$ cat src/rtl/probe_capture_pkg.sv
// probe_capture_pkg: shared state encoding and trigger mode constants for the probe capture core
package probe_capture_pkg;
  typedef enum logic [2:0] {
    ST_IDLE    = 3'd0,
    ST_PREFILL = 3'd1,
    ST_WAIT    = 3'd2,
    ST_POST    = 3'd3,
    ST_DONE    = 3'd4
  } state_t;
  localparam logic [1:0] TM_LEVEL  = 2'b00;
  localparam logic [1:0] TM_ENTRY  = 2'b01;
  localparam logic [1:0] TM_CHANGE = 2'b10;
endpackage

$ cat src/rtl/probe_capture_ram.sv
// probe_capture_ram: simple dual-port sample buffer, sync write, registered sync read
module probe_capture_ram #(
  parameter int W = 9,
  parameter int DEPTH = 256,
  localparam int AW = $clog2(DEPTH)
) (
  input  logic          clk_i,
  input  logic          rst_n_i,
  input  logic          we_i,
  input  logic [AW-1:0] wa_i,
  input  logic [W-1:0]  wd_i,
  input  logic [AW-1:0] ra_i,
  output logic [W-1:0]  rd_o
);
  logic [W-1:0] mem [DEPTH];
  always_ff @(posedge clk_i)
    if (we_i) mem[wa_i] <= wd_i;
  always_ff @(posedge clk_i or negedge rst_n_i)
    if (!rst_n_i) rd_o <= '0;
    else rd_o <= mem[ra_i];
endmodule

$ cat src/rtl/probe_capture_la.sv
// probe_capture_la: circular-buffer probe capture with mask/value, entry and change triggers
module probe_capture_la
  import probe_capture_pkg::*;
#(
  parameter int PROBE_W = 9,
  parameter int DEPTH = 256,
  localparam int AW = $clog2(DEPTH)
) (
  input  logic               clk_i,
  input  logic               rst_n_i,
  input  logic [PROBE_W-1:0] probe_i,
  input  logic               arm_i,
  input  logic               abort_i,
  input  logic [PROBE_W-1:0] trig_mask_i,
  input  logic [PROBE_W-1:0] trig_value_i,
  input  logic [1:0]         trig_mode_i,
  input  logic [7:0]         trig_count_i,
  input  logic [AW-1:0]      post_len_i,
  input  logic [AW-1:0]      rd_addr_i,
  output logic [PROBE_W-1:0] rd_data_o,
  output logic [2:0]         state_o,
  output logic               busy_o,
  output logic               done_o
);
  state_t state, state_nx;
  logic [PROBE_W-1:0] mask, value, prev;
  logic [1:0] mode;
  logic [7:0] tcount, ev_cnt, tc_eff;
  logic [AW-1:0] post_len, pre, pre_in, wr_ptr, cnt;
  logic prev_valid, m, m_prev, ev, trig, start;
  assign busy_o = state inside {ST_PREFILL, ST_WAIT, ST_POST};
  assign done_o = state == ST_DONE;
  assign state_o = state;
  assign start = arm_i && !abort_i && (state == ST_IDLE || state == ST_DONE);
  assign pre_in = AW'(DEPTH - 1) - post_len_i;
  assign pre = AW'(DEPTH - 1) - post_len;
  assign m = ((probe_i ^ value) & mask) == '0;
  assign m_prev = ((prev ^ value) & mask) == '0;
  assign ev = (mode == TM_ENTRY) ? m & prev_valid & !m_prev :
              (mode == TM_CHANGE) ? prev_valid & (|((probe_i ^ prev) & mask)) : m;
  assign tc_eff = (tcount == 8'd0) ? 8'd1 : tcount;
  assign trig = state == ST_WAIT && ev && ({1'b0, ev_cnt} + 9'd1 == {1'b0, tc_eff});
  always_comb begin
    state_nx = state;
    if (abort_i) state_nx = ST_IDLE;
    else case (state)
      ST_IDLE, ST_DONE: if (arm_i) state_nx = (pre_in == '0) ? ST_WAIT : ST_PREFILL;
      ST_PREFILL: if (cnt == pre - AW'(1)) state_nx = ST_WAIT;
      ST_WAIT: if (trig) state_nx = (post_len == '0) ? ST_DONE : ST_POST;
      ST_POST: if (cnt == post_len - AW'(1)) state_nx = ST_DONE;
      default: state_nx = ST_IDLE;
    endcase
  end
  always_ff @(posedge clk_i or negedge rst_n_i)
    if (!rst_n_i) begin
      state <= ST_IDLE;
      wr_ptr <= '0;
      cnt <= '0;
      ev_cnt <= '0;
      prev_valid <= 1'b0;
      prev <= '0;
      mask <= '0;
      value <= '0;
      mode <= TM_LEVEL;
      tcount <= '0;
      post_len <= '0;
    end else begin
      state <= state_nx;
      if (start) begin
        mask <= trig_mask_i;
        value <= trig_value_i;
        mode <= trig_mode_i;
        tcount <= trig_count_i;
        post_len <= post_len_i;
        ev_cnt <= '0;
        prev_valid <= 1'b0;
        cnt <= '0;
      end
      if (busy_o) begin
        wr_ptr <= wr_ptr + AW'(1);
        prev <= probe_i;
        prev_valid <= 1'b1;
        cnt <= (state_nx != state) ? '0 : cnt + AW'(1);
      end
      if (state == ST_WAIT && ev) ev_cnt <= ev_cnt + 8'd1;
    end
  // wr_ptr is frozen outside capture, so in DONE it is the oldest sample
  probe_capture_ram #(.W(PROBE_W), .DEPTH(DEPTH)) u_ram (
    .clk_i(clk_i),
    .rst_n_i(rst_n_i),
    .we_i(busy_o),
    .wa_i(wr_ptr),
    .wd_i(probe_i),
    .ra_i(wr_ptr + rd_addr_i),
    .rd_o(rd_data_o)
  );
endmodule

$ cat config.mk
export PLATFORM = sky130hd
export DESIGN_NAME = probe_capture_la
export DESIGN_NICKNAME = d
export VERILOG_FILES = /design/src/rtl/probe_capture_pkg.sv /design/src/rtl/probe_capture_ram.sv /design/src/rtl/probe_capture_la.sv
export SDC_FILE = /design/constraint.sdc
export NUM_CORES = 2
export LEC_CHECK = 0
export BUFFER_PORTS_ARGS = -buffer_cell sky130_fd_sc_hd__buf_2
export CORE_ASPECT_RATIO = 0.75
export CORE_MARGIN = 8
export CORE_UTILIZATION = 55
export DETAILED_ROUTE_END_ITERATION = 10
export GPL_TIMING_DRIVEN = 0
export PLACE_DENSITY = 0.73
export SLEW_MARGIN = 20
export SYNTH_ARGS = -nofsm -noshare
export SYNTH_HDL_FRONTEND = slang
export SYNTH_SLANG_ARGS = --single-unit
$ cat constraint.sdc
create_clock -name clk_i -period 3.1 [get_ports clk_i]
set_input_delay 0 -clock clk_i [delete_from_list [all_inputs] [get_ports clk_i]]
set_output_delay 0 -clock clk_i [all_outputs]
set_load 0.02 [all_outputs]
Yosys cells after proc, flatten, opt, wreduce, memory -nomap -nowiden --
Memories as Yosys holds them, arrays and structs flattened. A register that Yosys moved wholly into a read port is not among the register bits. Index checks and enable logic that the tools add are counted.
Operators by class: add/subtract/negate cells 9, eq/ne operators 10, multiplexer cells 19, bitwise logic cells 9, reductions and logical operators 19
Operators with widths (count):
- 8-bit two-way mux | 5
- 9-bit AND | 3
- 9-bit bitwise XOR | 3
- 8-bit by 1-bit adder with 8-bit output, second input constant | 3
- 8-bit zero test | 3
- 9-bit zero test | 2
- 3-bit two-way mux | 6
- 8-bit equality test | 2
- 8-bit by 1-bit subtractor with 8-bit output, second input constant | 2
- 8-bit subtractor, first input constant | 2
- 3-bit case mux with 4 select lines | 1
- 8-bit by 1-bit adder with 9-bit output, second input constant | 1
- 9-bit by 8-bit equality test with 1-bit output | 1
- 9-bit OR reduction | 1
- 8-bit adder | 1
- 3-bit by 2-bit equality test with 1-bit output, second input constant | 2
- 1-bit two-way mux | 6
- 1-bit logical AND | 4
- 2-bit nonzero test | 2
- 1-bit AND | 3
- 3-bit by 1-bit equality test with 1-bit output, second input constant | 1
- 3-bit equality test, second input constant | 1
- 1-bit zero test | 3
- 3-bit zero test | 1
- 7 further kinds | 7
Word-level totals: register bits after elaboration 73, RAM bits 2304, input bits 57, output and inout bits 14, memories kept 1
Memory list:
- u_ram.mem | words 256, width 9, read ports 1, clocked after memory_dff 1, write ports 1, line probe_capture_ram.sv:15 | logic [W-1:0] mem [DEPTH];

Longest topological paths before layout --
word-level depth 14, mapped depth 12

By module --
From an unflattened synthesis, not the netlist that was laid out.
Unflattened totals: cell total of the unflattened synthesis 4754, area total of the unflattened synthesis 93761.2 um^2
By module, submodules not included:
- probe_capture_ram | instances 1, cells an instance 4237, area each 89323.2 um^2, sequential area each 69411.6 um^2
- probe_capture_la | instances 1, cells an instance 517, area each 4438.0 um^2, sequential area each 1826.8 um^2

Worst setup path before layout --
Ideal clock, no wire load.
path kind reg2reg, start register wr_ptr[0], end register u_ram.rd_o[0], read port of u_ram.mem, setup time 0.161 ns, arrival 2.921 ns, path slack 0.018 ns, stages on the path, launching flop included 13, clock period less this slack 3.082 ns, path through dfrtp_1 > ha_1 > fa_1 > clkbuf_1 > clkbuf_1 > clkbuf_1 > mux4_2 > mux2i_1 > mux2i_1 > mux2i_1 > mux2i_1 > mux2i_1 > mux2i_1
Between the ends: word-level cells in the longest chain between the ends 1
RTL lines:
- start: declaration | line probe_capture_la.sv:29 | logic [AW-1:0] post_len, pre, pre_in, wr_ptr, cnt;
- start signal: assignment | line probe_capture_la.sv:80 | wr_ptr <= wr_ptr + AW'(1);
- 8-bit adder | line probe_capture_la.sv:94 | .ra_i(wr_ptr + rd_addr_i),
- end: declaration | line probe_capture_ram.sv:13 | output logic [W-1:0] rd_o
Every way passes these cells. A chain may end at the register's enable or synchronous reset.

Worst setup path after layout --
Ends and elaborated chain as after synthesis.

==> impl_results.md <==
* Via count at 49500
* Mapped cell area at 94800 um^2
* Placed insts at 6896
* RePlAce Congestion at 0.882
* Post-synth top cells: edfxtp_1, mux4_2, mux2i_1, nor2_1, nand2_1
* Switching share of power at 0.371
* Design Area, Final at 112000 um^2
* Layout cell share with drive strength beyond 1 at 0.338
* Area leader, netlist: edfxtp_1
* Layout area overhead at 18.3%
* Chip width at 495 um
* Post-synthesis sequential area ratio at 0.751
* Initial Utilization at 0.551
* Remaining antenna violation count after routing at 0
* Worst Slack Setup Final at -0.585 ns
* Failing checks: setup timing
* Drt total wl at 257000 um
* Drt initial violations at 7533
* Final Skew at 0.0447 ns
* Max VDD drop at 0.763 mV
* CTS Buf Count at 215
* PortBufs at 70
* Worst hold path type: input pin to flop
* Yosys cell types at 66
* Post-Syn Nets at 4585
* Bufs on Longest Clock Path at 3
* Sequential power share at 0.314
* Die Area at 186000 um^2
* Worst-path clk slew at 0.07 ns
* Clk root buf: clkbuf_16
* Final HPWL DP at 162000 um
* Row count at 132
* Syn_area_per_cell at 21.0 um^2
* Slew Viols, Final at 0
* Sw power at 0.0427 W
* I/O Pins at 71
* Chip height at 376 um
* Iteration count of the initial detailed-routing pass at 6
* # fillers at 10600
* CTS tree: done
* Initial antenna violation count at 4
* Core ar. at 172000 um^2
* Final net count at 5064
* CP Class: flop to flop
* Total internal power at 0.0723 W
* Data required time of the worst path at 3.78 ns
* Vias in the first global route at 48200
* Overflow left after global routing at 0
* Most common cell in the synthesized netlist: edfxtp_1
* First-pass GRT wire length at 359000 um
* Status: finished, violations left
* Critical Path End Type: flop
* CTS Sinks at 2386
* Area share of the largest cell type after synthesis at 0.730
* Crit Path Max Fanout at 10
* Vias per inst at 6.64
* Synth Register Bits at 2386
* Yosys Warn Count at 0
* Minimum clock period at 3.69 ns
* Element type at the critical path start: flop
* GRT Total Usage at 0.272
* DRC violations left at 0
* Period utilization at 1.19
* Leakage dissipation at 36.0 nW
* Relative slew slack at 0.252
* Final setup viols at 113
* Worst slack, placed at -2.80 ns
* Cell area after placement at 99100 um^2
* Power share of the combinational group at 0.463
* Total power at 0.115 W
* FFs w/ async S/R, synth at 0.0344
* Max Cap Viol at 0
* Synthesized instance count at 4511
* Largest net degree at the start of global routing at 132
* Average wire per standard cell at 34.5 um
* Clk Latency, worst-skew pair at 0.85 ns
* Post-synth EDFFs at 2304
* Htree depth at 4
* Worst slew pin tran at 1.12 ns
* RSZ-0062 raised after global routing: true
* Largest cells by area after synthesis: edfxtp_1, mux4_2, mux2i_1
* Prevailing post-synth register cell: edfxtp_1
* Clock share of power at 0.223
* Arr. time, crit path at 4.36 ns
* Pwr dens at 1030 nW/um^2
* Endpoints failing hold at 0
* Fmax at 0.271 GHz
* Finished Layout Cells at 7450
[kinds of logic after synthesis]
family	Yosys count	synth area share
adders and majority gates	18	0.00243
and+or+nand+nor	544	0.0242
AOI/OAI and AO/OA	76	0.00581
DFF	2386	0.751
muxes	1160	0.199
buffers and inverters	265	0.0117
xor gates and xnor gates	62	0.00589
[routing by layer]
metal / global-route usage / up-vias / part of all wire
li1: - / 19500 / -
met1: 0.406 / 26000 / 0.39
met2: 0.391 / 3437 / 0.44
met3: 0.0785 / 481 / 0.13
met4: 0.0887 / 2 / 0.038
met5: 0 / - / 0.00015
[placed cells by master, fill, tap and decap left out, types with 68 or more instances in the layout]
cell type / Yosys / layout
mux2i_4: 0 / 77
mux4_2: 576 / 576
clkbuf_16: 0 / 242
mux2i_2: 0 / 125
nor2_4: 0 / 174
mux2i_1: 575 / 373
nand2_1: 153 / 150
clkbuf_1: 151 / 76
edfxtp_1: 2304 / 2304
dfrtp_1: 82 / 80
buf_2: 92 / 91
nor2_2: 0 / 68
dlygate4sd3_1: 0 / 111
[power groups by stage]
stage	registers (W)	clock network, W	logic [W]
6_report	0.0361	0.0257	0.0533
5_1_grt	0.0361	0.0270	0.0543
4_1_cts	0.0361	0.0258	0.0508
3_5_place_dp	0.0368	0	0.0422
3_3_place_gp	0.0369	0	0.0414
2_1_floorplan	0.0367	0	0.0258
[critical path: stages, from the launching register on]
cell and delay, ns:
dfrtp_2 0.47, ha_4 0.19, fa_2 0.57, buf_12 0.16, clkbuf_8 0.22, clkbuf_16 0.22
mux4_2 0.34, mux2i_2 0.24, mux2i_1 0.14, mux2i_2 0.37, mux2i_1 0.18, mux2i_4 0.25
mux2i_1 0.13
[flip-flops by register name (all words and copies together) (netlist names)]
| name | count |
|---|---|
| cnt | 8 |
| ev_cnt | 8 |
| mask | 9 |
| mode | 2 |
| post_len | 8 |
| prev | 9 |
| prev_valid | 1 |
| state_o | 3 |
| tcount | 8 |
| u_ram.mem | 2304 |
| u_ram.rd_o | 9 |
| value | 9 |
| wr_ptr | 8 |
[final timing paths]
| path | start | endpoint | slack, ns | cells after the start |
|---|---|---|---|---|
| worst max-delay path | wr_ptr[0] | u_ram.rd_o[0] | -0.59 | 12 |
| worst min-delay path | abort_i | state_o[1] | 0.06 | 4 |
| worst max register to register | wr_ptr[0] | u_ram.rd_o[0] | -0.59 | 12 |
| worst min register to register | prev_valid | prev_valid | 0.48 | 1 |
| max in group asynchronous | rst_n_i | u_ram.rd_o[1] | 2.31 | 5 |
| min in group asynchronous | rst_n_i | post_len[3] | 0.16 | 4 |
[repair_timing]
action | in CTS | in global routing
gates resized for setup | 1007 | 179
gates cloned | 8 | 1
endpoints found under the hold margin | 1894 | 0
endpoints found under the setup margin | 2296 | 1678
hold buffers | 112 | 0
setup buffers | 23 | 17
pin swaps | 5 | 27
[layout make-up]
cell class | instances | area [um^2] | area share
diodes | 2 | 5.00 | 0.0000446
plain buffers | 247 | 2380 | 0.0212
clock buffers | 273 | 5680 | 0.0506
clock inverters | 124 | 986 | 0.00879
inverters | 13 | 48.8 | 0.000435
multi-input cells | 1861 | 25700 | 0.229
flip-flops and latches | 2386 | 71200 | 0.635
well taps | 2278 | 2850 | 0.0254
repair buffers | 266 | 3250 | 0.0290
[through the flow]
stage,util,TNS [ns],hold WS (ns)
2_1_floorplan,-,0,-0.296
5_1_grt,0.652,-14.49,0.0598
4_1_cts,0.647,-42.78,0.00798
3_3_place_gp,0.570,-6698.69,0.196
6_report,0.652,-9.57,0.0600
3_5_place_dp,0.577,-2680.97,-0.130
Note: power is estimated with default switching activity, not from simulation.
